===== config.mk =====
export PLATFORM = sky130hd
export DESIGN_NAME = encoder_8to3_seq
export DESIGN_NICKNAME = d
export VERILOG_FILES = /design/src/rtl/encoder_8to3_seq.sv
export SDC_FILE = /design/constraint.sdc
export NUM_CORES = 1
export LEC_CHECK = 0
export ABC_AREA = 1
export ABC_CLOCK_PERIOD_IN_PS = 2100
export CORE_MARGIN = 2
export CORE_UTILIZATION = 30
export DETAILED_ROUTE_END_ITERATION = 6
export GPL_TIMING_DRIVEN = 0
export PLACE_DENSITY = 0.55
export SLEW_MARGIN = 20
export SYNTH_ARGS = -nofsm -noshare
export SYNTH_HDL_FRONTEND = slang
export SYNTH_SLANG_ARGS = --single-unit

===== constraint.sdc =====
create_clock -name input_clock -period 2.1 [get_ports input_clock]
set_input_delay 0.525 -clock input_clock [delete_from_list [all_inputs] [get_ports input_clock]]
set_output_delay 0.525 -clock input_clock [all_outputs]
set_load 0.03 [all_outputs]

===== src/rtl/encoder_8to3_seq.sv =====
// encoder_8to3_seq: serialises an 8-bit request vector into one 3-bit index
// beat per set bit, with valid/ready handshakes on both sides.
// MSB_FIRST selects emission order: 0 = lowest set bit first, 1 = highest first.
// Optional build macro ENCODER_ZERO_FLAG_EN: an all-zero request produces a
// single beat flagged with output_zero; without it, all-zero requests are dropped.
module encoder_8to3_seq #(
    parameter int unsigned MSB_FIRST = 0
) (
    input  logic       input_clock,
    input  logic       input_reset,
    input  logic       input_req_valid,
    input  logic [7:0] input_req_bus,
    output logic       output_req_ready,
    output logic [2:0] output_code,
    output logic       output_valid,
    input  logic       input_out_ready,
    output logic       output_last,
    output logic       output_zero
);

    localparam int unsigned REQ_W  = 8;
    localparam int unsigned CODE_W = 3;

    typedef enum logic {
        ST_IDLE = 1'b0,
        ST_EMIT = 1'b1
    } state_t;

    state_t              r_state;
    logic [REQ_W-1:0]    r_pending;
    logic [CODE_W-1:0]   r_code;
    logic                r_last;
    logic                r_valid;
    logic                r_ready;
    logic                r_zero;

    logic                w_accept;
    logic                w_beat;
    logic [CODE_W-1:0]   w_req_pick;
    logic                w_req_single;
    logic [REQ_W-1:0]    w_pend_clr;
    logic [CODE_W-1:0]   w_pend_pick;
    logic                w_pend_single;

    // Index of the next bit to emit: highest or lowest set bit depending on MSB_FIRST.
    function automatic logic [CODE_W-1:0] f_pick(input logic [REQ_W-1:0] v);
        logic [CODE_W-1:0] idx;
        idx = '0;
        if (MSB_FIRST != 0) begin
            for (int i = 0; i < int'(REQ_W); i++) begin
                if (v[i]) idx = CODE_W'(i);
            end
        end else begin
            for (int i = int'(REQ_W) - 1; i >= 0; i--) begin
                if (v[i]) idx = CODE_W'(i);
            end
        end
        return idx;
    endfunction

    // True when exactly one bit of v is set.
    function automatic logic f_single(input logic [REQ_W-1:0] v);
        return (v != '0) && ((v & (v - REQ_W'(1))) == '0);
    endfunction

    assign w_accept      = input_req_valid & r_ready;
    assign w_beat        = r_valid & input_out_ready;
    assign w_req_pick    = f_pick(input_req_bus);
    assign w_req_single  = f_single(input_req_bus);
    assign w_pend_clr    = r_pending & ~(REQ_W'(1) << r_code);
    assign w_pend_pick   = f_pick(w_pend_clr);
    assign w_pend_single = f_single(w_pend_clr);

    // Control FSM with registered outputs; the next beat is precomputed so outputs never see inputs combinationally.
    always_ff @(posedge input_clock) begin
        if (input_reset) begin
            r_state   <= ST_IDLE;
            r_pending <= '0;
            r_code    <= '0;
            r_last    <= 1'b0;
            r_valid   <= 1'b0;
            r_zero    <= 1'b0;
            r_ready   <= 1'b1;
        end else begin
            case (r_state)
                ST_IDLE: begin
                    if (w_accept) begin
                        if (input_req_bus != '0) begin
                            r_state   <= ST_EMIT;
                            r_pending <= input_req_bus;
                            r_code    <= w_req_pick;
                            r_last    <= w_req_single;
                            r_valid   <= 1'b1;
                            r_zero    <= 1'b0;
                            r_ready   <= 1'b0;
                        end
`ifdef ENCODER_ZERO_FLAG_EN
                        else begin
                            r_state   <= ST_EMIT;
                            r_pending <= '0;
                            r_code    <= '0;
                            r_last    <= 1'b1;
                            r_valid   <= 1'b1;
                            r_zero    <= 1'b1;
                            r_ready   <= 1'b0;
                        end
`endif
                    end
                end
                ST_EMIT: begin
                    if (w_beat) begin
                        if (r_last) begin
                            r_state   <= ST_IDLE;
                            r_pending <= '0;
                            r_code    <= '0;
                            r_last    <= 1'b0;
                            r_valid   <= 1'b0;
                            r_zero    <= 1'b0;
                            r_ready   <= 1'b1;
                        end else begin
                            r_pending <= w_pend_clr;
                            r_code    <= w_pend_pick;
                            r_last    <= w_pend_single;
                        end
                    end
                end
                default: begin
                    r_state <= ST_IDLE;
                end
            endcase
        end
    end

    assign output_req_ready = r_ready;
    assign output_valid     = r_valid;
    assign output_code      = r_code;
    assign output_last      = r_last;
    assign output_zero      = r_zero;

endmodule


==> results.sh, run 1 <==
export IMPL_outcome="complete, no violations"
export IMPL_dr_pass1_iters=4
export IMPL_ys_ff_latch=15
export IMPL_crit_cells=1
export IMPL_seqPwrFrac_pct=33.7
export IMPL_grt_util_met3_pct=3.596
export IMPL_grt_met2_usage_pct=26.15
export IMPL_hold_slack_ps=462.2
export IMPL_cellLeakagePower_nw=0.6230
export IMPL_h_tree_depth=1
export IMPL_die_y_um=65.51
export IMPL_fin_cells=250
export IMPL_yosysTopAreaCellShare_pct=26.46
export IMPL_via_count=1197
export IMPL_max_slew_margin_pct=63.49
export IMPL_grt_pass1_vias=1095
export IMPL_cts_tree="done"
export IMPL_io_buffers=16
export IMPL_drive_gt1_share_pct=14.36
export IMPL_critPathSlowestCell="clkdlybuf4s50_1"
export IMPL_ys_flop_type="dfxtp_1"
export IMPL_synth_cells=182
export IMPL_hold_depth=2
export IMPL_clkPwrFrac_pct=21.3
export IMPL_clk_latency_ps=250
export IMPL_drc=0
export IMPL_syn_area_um2=1135
export IMPL_fill_cells=395
export IMPL_max_freq_mhz=495.3
export IMPL_antenna_found_initial=0
export IMPL_slowest_delay_ps=730
export IMPL_wl_per_cell_um=11.77
export IMPL_slew_violations=0
export IMPL_yosysMostFrequentCell="nand2_1"
export IMPL_clk_pin_slew_worst_paths_ps=60
export IMPL_min_path_type="flop to flop"
export IMPL_use_met1_pct=19.54
export IMPL_worstRegToRegCells=9
export IMPL_grt_max_degree=11
export IMPL_track_usage_pct=15.49
export IMPL_dp_hpwl_um=2228
export IMPL_finalHoldViolations=0
export IMPL_worstHoldStart="r_pending[1]"
export IMPL_cts_made_buffers=3
export IMPL_critical_path_required_ps=1570
export IMPL_pin_count=19
export IMPL_fin_setup_tns_ps=0
export IMPL_peakVddDrop_v=0.0003173
export IMPL_std_cell_rows=22
export IMPL_vias_per_cell=4.788
export IMPL_syn_nets=194
export IMPL_crit_buf_inv=1
export IMPL_die_area_um2=4291
export IMPL_drtAntennaViolNets=0
export IMPL_post_route_period_util_pct=96.14
export IMPL_synth_enable_flop_cells=0
export IMPL_area_growth_pct=23.37
export IMPL_r2r_slack_ps=640
export IMPL_grt_busiest_layer="met2"
export IMPL_wl_um=2942
export IMPL_clock_skew_ps=2.740
export IMPL_synth_area_leaders="dfxtp_1 (26%), nand2_1 (20%), nand3_1 (6.6%)"
export IMPL_cts_hold_buf=0
export IMPL_max_cap_violations=0
export IMPL_coreArea_um2=3661
export IMPL_cp_cell_sequence="clkdlybuf4s50_1"
export IMPL_finalPower_mw=1.142
export IMPL_reg2reg_from="output_code[1]"
export IMPL_switchingPower_uw=484.3
export IMPL_cts_repair_resized=0
export IMPL_startpoint_type="flop"
export IMPL_dp_cells=246
export IMPL_synth_largest_area_cell="dfxtp_1"
export IMPL_synth_common_cells="nand2_1 (59), inv_1 (16), dfxtp_1 (15), nand3_1 (15), nor2_1 (15)"
export IMPL_gp_congestion=0.9205
export IMPL_setup_viol=0
export IMPL_critical_path_class="flop to primary output"
export IMPL_yosys_warnings=0
export IMPL_cts_root_buf="clkbuf_8"
export IMPL_dp_slack_ps=21.48
export IMPL_p_comb_share_pct=45.0
export IMPL_grt_overflow=0
export IMPL_avgSynthCellArea_um2=6.235
export IMPL_nets=215
export IMPL_cts_sinks=15
export IMPL_timing_final_crit_period_ps=2019
export IMPL_r2r_end="output_last"
export IMPL_crit_path_max_fanout=8
export IMPL_die_w_um=65.51
export IMPL_switching_share_pct=42.42
export IMPL_crit_family="buffers and inverters"
export IMPL_crit_path_end_kind="primary output"
export IMPL_tightest_slew_ps=547.6
export IMPL_synthArstFlopShare_pct=0
export IMPL_post_cts_buffers=0
export IMPL_holdPathEnd="r_pending[1]"
export IMPL_cp_data_arrival_time_ps=1490
export IMPL_rsz0062_at_grt="no"
export IMPL_initial_core_util_pct=31.00
export IMPL_antenna_cells=0
export IMPL_drt_iter0_drc=53
export IMPL_finalWorstSetupSlack_ps=81.14
export IMPL_ys_seq_area_share_pct=26.46
export IMPL_power_internal_uw=657.5
export IMPL_clk_path_buf_depth=2
export IMPL_grt_pass1_wl_um=5112
export IMPL_ys_types=28
export IMPL_powerDensity_nw_per_um2=815.5
[kinds of logic (layout without fill, tap and decap cells)]
kind of cell	Yosys count	count (layout)	synth area share (%)
buf+inv	27	47	10.58
flops	15	15	26.46
other cells	1	1	0.3304
simple gates	107	107	46.75
compound gates	32	32	15.88
[cell type report]
cell class	count	area (µm²)	area share, %
tap	48	60.06	4.290
clock buffer	4	45.04	3.217
sequential	15	300.3	21.45
buffer	4	26.28	1.877
timing repair buffer	16	160.2	11.44
multi-input combinational	140	714.4	51.03
inverter	23	93.84	6.702
[metal layers]
layer,part of all wire (%),vias to the layer above
li1,-,633
met1,47,533
met2,47,27
met3,4.0,4
met4,1.3,0
met5,0,-
[stage by stage]
stage | cell area, µm² | utilization (%)
finish | 1400 | 38.24
floorplan | 1135 | -
detailed placement | 1355 | 37.01
CTS | 1400 | 38.24
global placement | 1355 | 37.01
global route | 1400 | 38.24
[power groups by stage]
| stage | logic, mW | clock network (mW) | registers (mW) |
|---|---|---|---|
| final | 0.514 | 0.243 | 0.385 |
| after global routing | 0.576 | 0.260 | 0.394 |
| after CTS | 0.516 | 0.252 | 0.384 |
| after detailed placement | 0.513 | 0 | 0.390 |
| after global placement | 0.516 | 0 | 0.391 |
| after floorplan | 0.335 | 0 | 0.420 |
[flip-flops by register name, summed over array words and instances (netlist names)]
| signal | count |
|---|---|
| r_pending | 8 |
| output_code | 3 |
| output_req_ready | 1 |
| r_state | 1 |
| output_last | 1 |
| output_valid | 1 |
[worst max path at each step]
stage,startpoint,endpoint
2_1_floorplan,input_req_bus[1],r_pending[0]
3_3_place_gp,input_req_bus[1],r_pending[7]
3_5_place_dp,input_req_bus[1],r_pending[7]
4_1_cts,output_last,output_last
5_1_grt,output_code[1],output_code[1]
6_report,output_code[1],output_code[1]
[placed cells by master (no fill, tap or decap)]
cell	count
nand3_2	2
a31oi_1	3
nand2_4	2
conb_1	1
inv_4	1
o211ai_1	1
nand2_1	59
nor2_1	15
inv_1	16
nor2_2	4
nand4_1	1
o31ai_1	1
buf_6	1
dfxtp_1	15
a21oi_1	12
o21ai_0	8
o22ai_1	6
inv_2	5
nor2_8	3
nand3b_1	1
nor2_4	1
a21oi_2	1
clkbuf_1	2
clkbuf_8	3
buf_1	1
nand2_2	4
buf_4	1
clkdlybuf4s50_1	16
nand3_1	15
inv_6	1
Note: power is estimated with default switching activity, not from simulation.
==> run 2: changes to the inputs <==
DONT_BUFFER_PORTS = 1   (was default)
PLACE_DENSITY = 0.49   (was 0.55)
RECOVER_POWER = 100   (was default)
==> results.sh, run 2 (synthesis gave the netlist of run 1 again) <==
export IMPL_outcome="complete, no violations"
export IMPL_die_w_um=65.51
export IMPL_fill_cells=426
export IMPL_cts_tree="done"
export IMPL_finalHoldViolations=0
export IMPL_powerDensity_nw_per_um2=867.8
export IMPL_h_tree_depth=1
export IMPL_critical_path_required_ps=2270
export IMPL_drt_iter0_drc=22
export IMPL_crit_path_end_kind="flop"
export IMPL_max_freq_mhz=533.6
export IMPL_gp_congestion=0.8716
export IMPL_area_growth_pct=7.057
export IMPL_min_path_type="flop to flop"
export IMPL_slowest_delay_ps=530
export IMPL_pin_count=19
export IMPL_reg2reg_from="output_req_ready"
export IMPL_cp_data_arrival_time_ps=2050
export IMPL_cp_common_cell="nand2_1"
export IMPL_peakVddDrop_v=0.0003968
export IMPL_power_internal_uw=593.0
export IMPL_crit_path_max_fanout=10
export IMPL_cts_made_buffers=3
export IMPL_rsz0062_at_grt="no"
export IMPL_slew_violations=0
export IMPL_grt_pass1_vias=1033
export IMPL_track_usage_pct=14.87
export IMPL_worstHoldStart="r_pending[2]"
export IMPL_grt_max_degree=11
export IMPL_drc=0
export IMPL_clock_skew_ps=3.743
export IMPL_crit_buf_inv=1
export IMPL_via_count=1142
export IMPL_grt_pass1_wl_um=4830
export IMPL_dr_pass1_iters=4
export IMPL_seqPwrFrac_pct=41.1
export IMPL_setup_viol=0
export IMPL_largest_reg_flops=8
export IMPL_post_dp_cell_area_um2=1195
export IMPL_cts_hold_buf=0
export IMPL_drtAntennaViolNets=0
export IMPL_coreArea_um2=3661
export IMPL_top_register="r_pending"
export IMPL_tightest_slew_ps=600.6
export IMPL_critPathSlowestCell="dfxtp_1"
export IMPL_fin_area_um2=1215
export IMPL_post_route_period_util_pct=89.25
export IMPL_max_cap_violations=0
export IMPL_max_slew_margin_pct=59.90
export IMPL_cts_sinks=15
export IMPL_cellLeakagePower_nw=0.5556
export IMPL_fin_setup_tns_ps=0
export IMPL_antenna_cells=0
export IMPL_antenna_found_initial=0
export IMPL_cp_cell_sequence="nand2_1, nand2_1, nand2_4, nor2_2, clkbuf_2, nand3_1, a31oi_1"
export IMPL_dp_hpwl_um=2328
export IMPL_nets=199
export IMPL_clk_path_buf_depth=2
export IMPL_crit_family="simple AND/OR/NAND/NOR gates"
export IMPL_die_area_um2=4291
export IMPL_initial_core_util_pct=31.00
export IMPL_die_y_um=65.51
export IMPL_post_cts_buffers=0
export IMPL_final_cell_mix="nand2_1 (60), nor2_1 (16), inv_1 (16)"
export IMPL_wl_per_cell_um=12.59
export IMPL_clkPwrFrac_pct=22.3
export IMPL_wl_um=2945
export IMPL_cts_repair_resized=0
export IMPL_mostFrequentLayoutCell="nand2_1"
export IMPL_critical_path_class="flop to flop"
export IMPL_vias_per_cell=4.880
export IMPL_std_cell_rows=22
export IMPL_startpoint_type="flop"
export IMPL_p_comb_share_pct=36.6
export IMPL_io_buffers=0
export IMPL_switchingPower_uw=461.3
export IMPL_crit_start="output_req_ready"
export IMPL_drive_gt1_share_pct=14.52
export IMPL_clk_pin_slew_worst_paths_ps=60
export IMPL_timing_final_crit_period_ps=1874
export IMPL_cts_root_buf="clkbuf_8"
export IMPL_switching_share_pct=43.75
export IMPL_clk_latency_ps=250
export IMPL_grt_overflow=0
-- run 2: cell count changes in the layout (fill, tap and decap cells not counted) --
cell	change
buf_6	-1
nor2_8	-1
nor2_1	+1
nand2_2	-1
clkbuf_2	+1
nand2_1	+1
clkdlybuf4s50_1	-16
-- run 2: metal layers --
layer	track usage, %	part of all wire [%]
met5	0	0
met4	3.906	0.92
met3	4.110	5.9
met2	24.74	48
met1	18.87	46
-- run 2: cell type report --
cell class | count | area, µm² | area share [%]
multi-input cells | 140 | 695.7 | 57.26
plain buffers | 4 | 20.02 | 1.648
inverters | 23 | 93.84 | 7.724
clock buffers | 4 | 45.04 | 3.708
flip-flops and latches | 15 | 300.3 | 24.72
well taps | 48 | 60.06 | 4.943
-- run 2: per-stage QoR --
| stage | worst slack, ps | util (%) | hold slack, ps | std cells | power, mW |
|---|---|---|---|---|---|
| after global placement | 427.3 | 32.64 | 452.1 | 230 | 0.8453 |
| final | 225.8 | 33.19 | 465.0 | 234 | 1.054 |
| after CTS | 415.4 | 33.87 | 466.8 | 234 | 1.093 |
| after detailed placement | 438.0 | 32.64 | 457.9 | 230 | 0.8481 |
| after global routing | 97.99 | 33.19 | 475.7 | 234 | 1.141 |
| after floorplan | 655.8 | - | 439.2 | 182 | 0.7546 |
-- run 2: tightest hold or removal path, delay by kind of cell, from the launching register on --
kind	cells	cell delay (ps)
compound gates	1	50
flops	1	310
simple gates	1	60
-- run 2: worst paths after layout --
check                 endpoint  slack, ps  cells after the start
setup / recovery  r_pending[7]        230                      7
hold / removal    r_pending[2]        470                      2
setup reg to reg  r_pending[7]        230                      7
hold reg to reg   r_pending[2]        470                      2
-- run 2: power by group through the flow --
stage / combinational, mW / clock [mW] / sequential, mW
global route: 0.443 / 0.255 / 0.442
CTS: 0.409 / 0.250 / 0.433
global placement: 0.406 / 0 / 0.439
detailed placement: 0.409 / 0 / 0.439
finish: 0.386 / 0.235 / 0.433
floorplan: 0.335 / 0 / 0.420
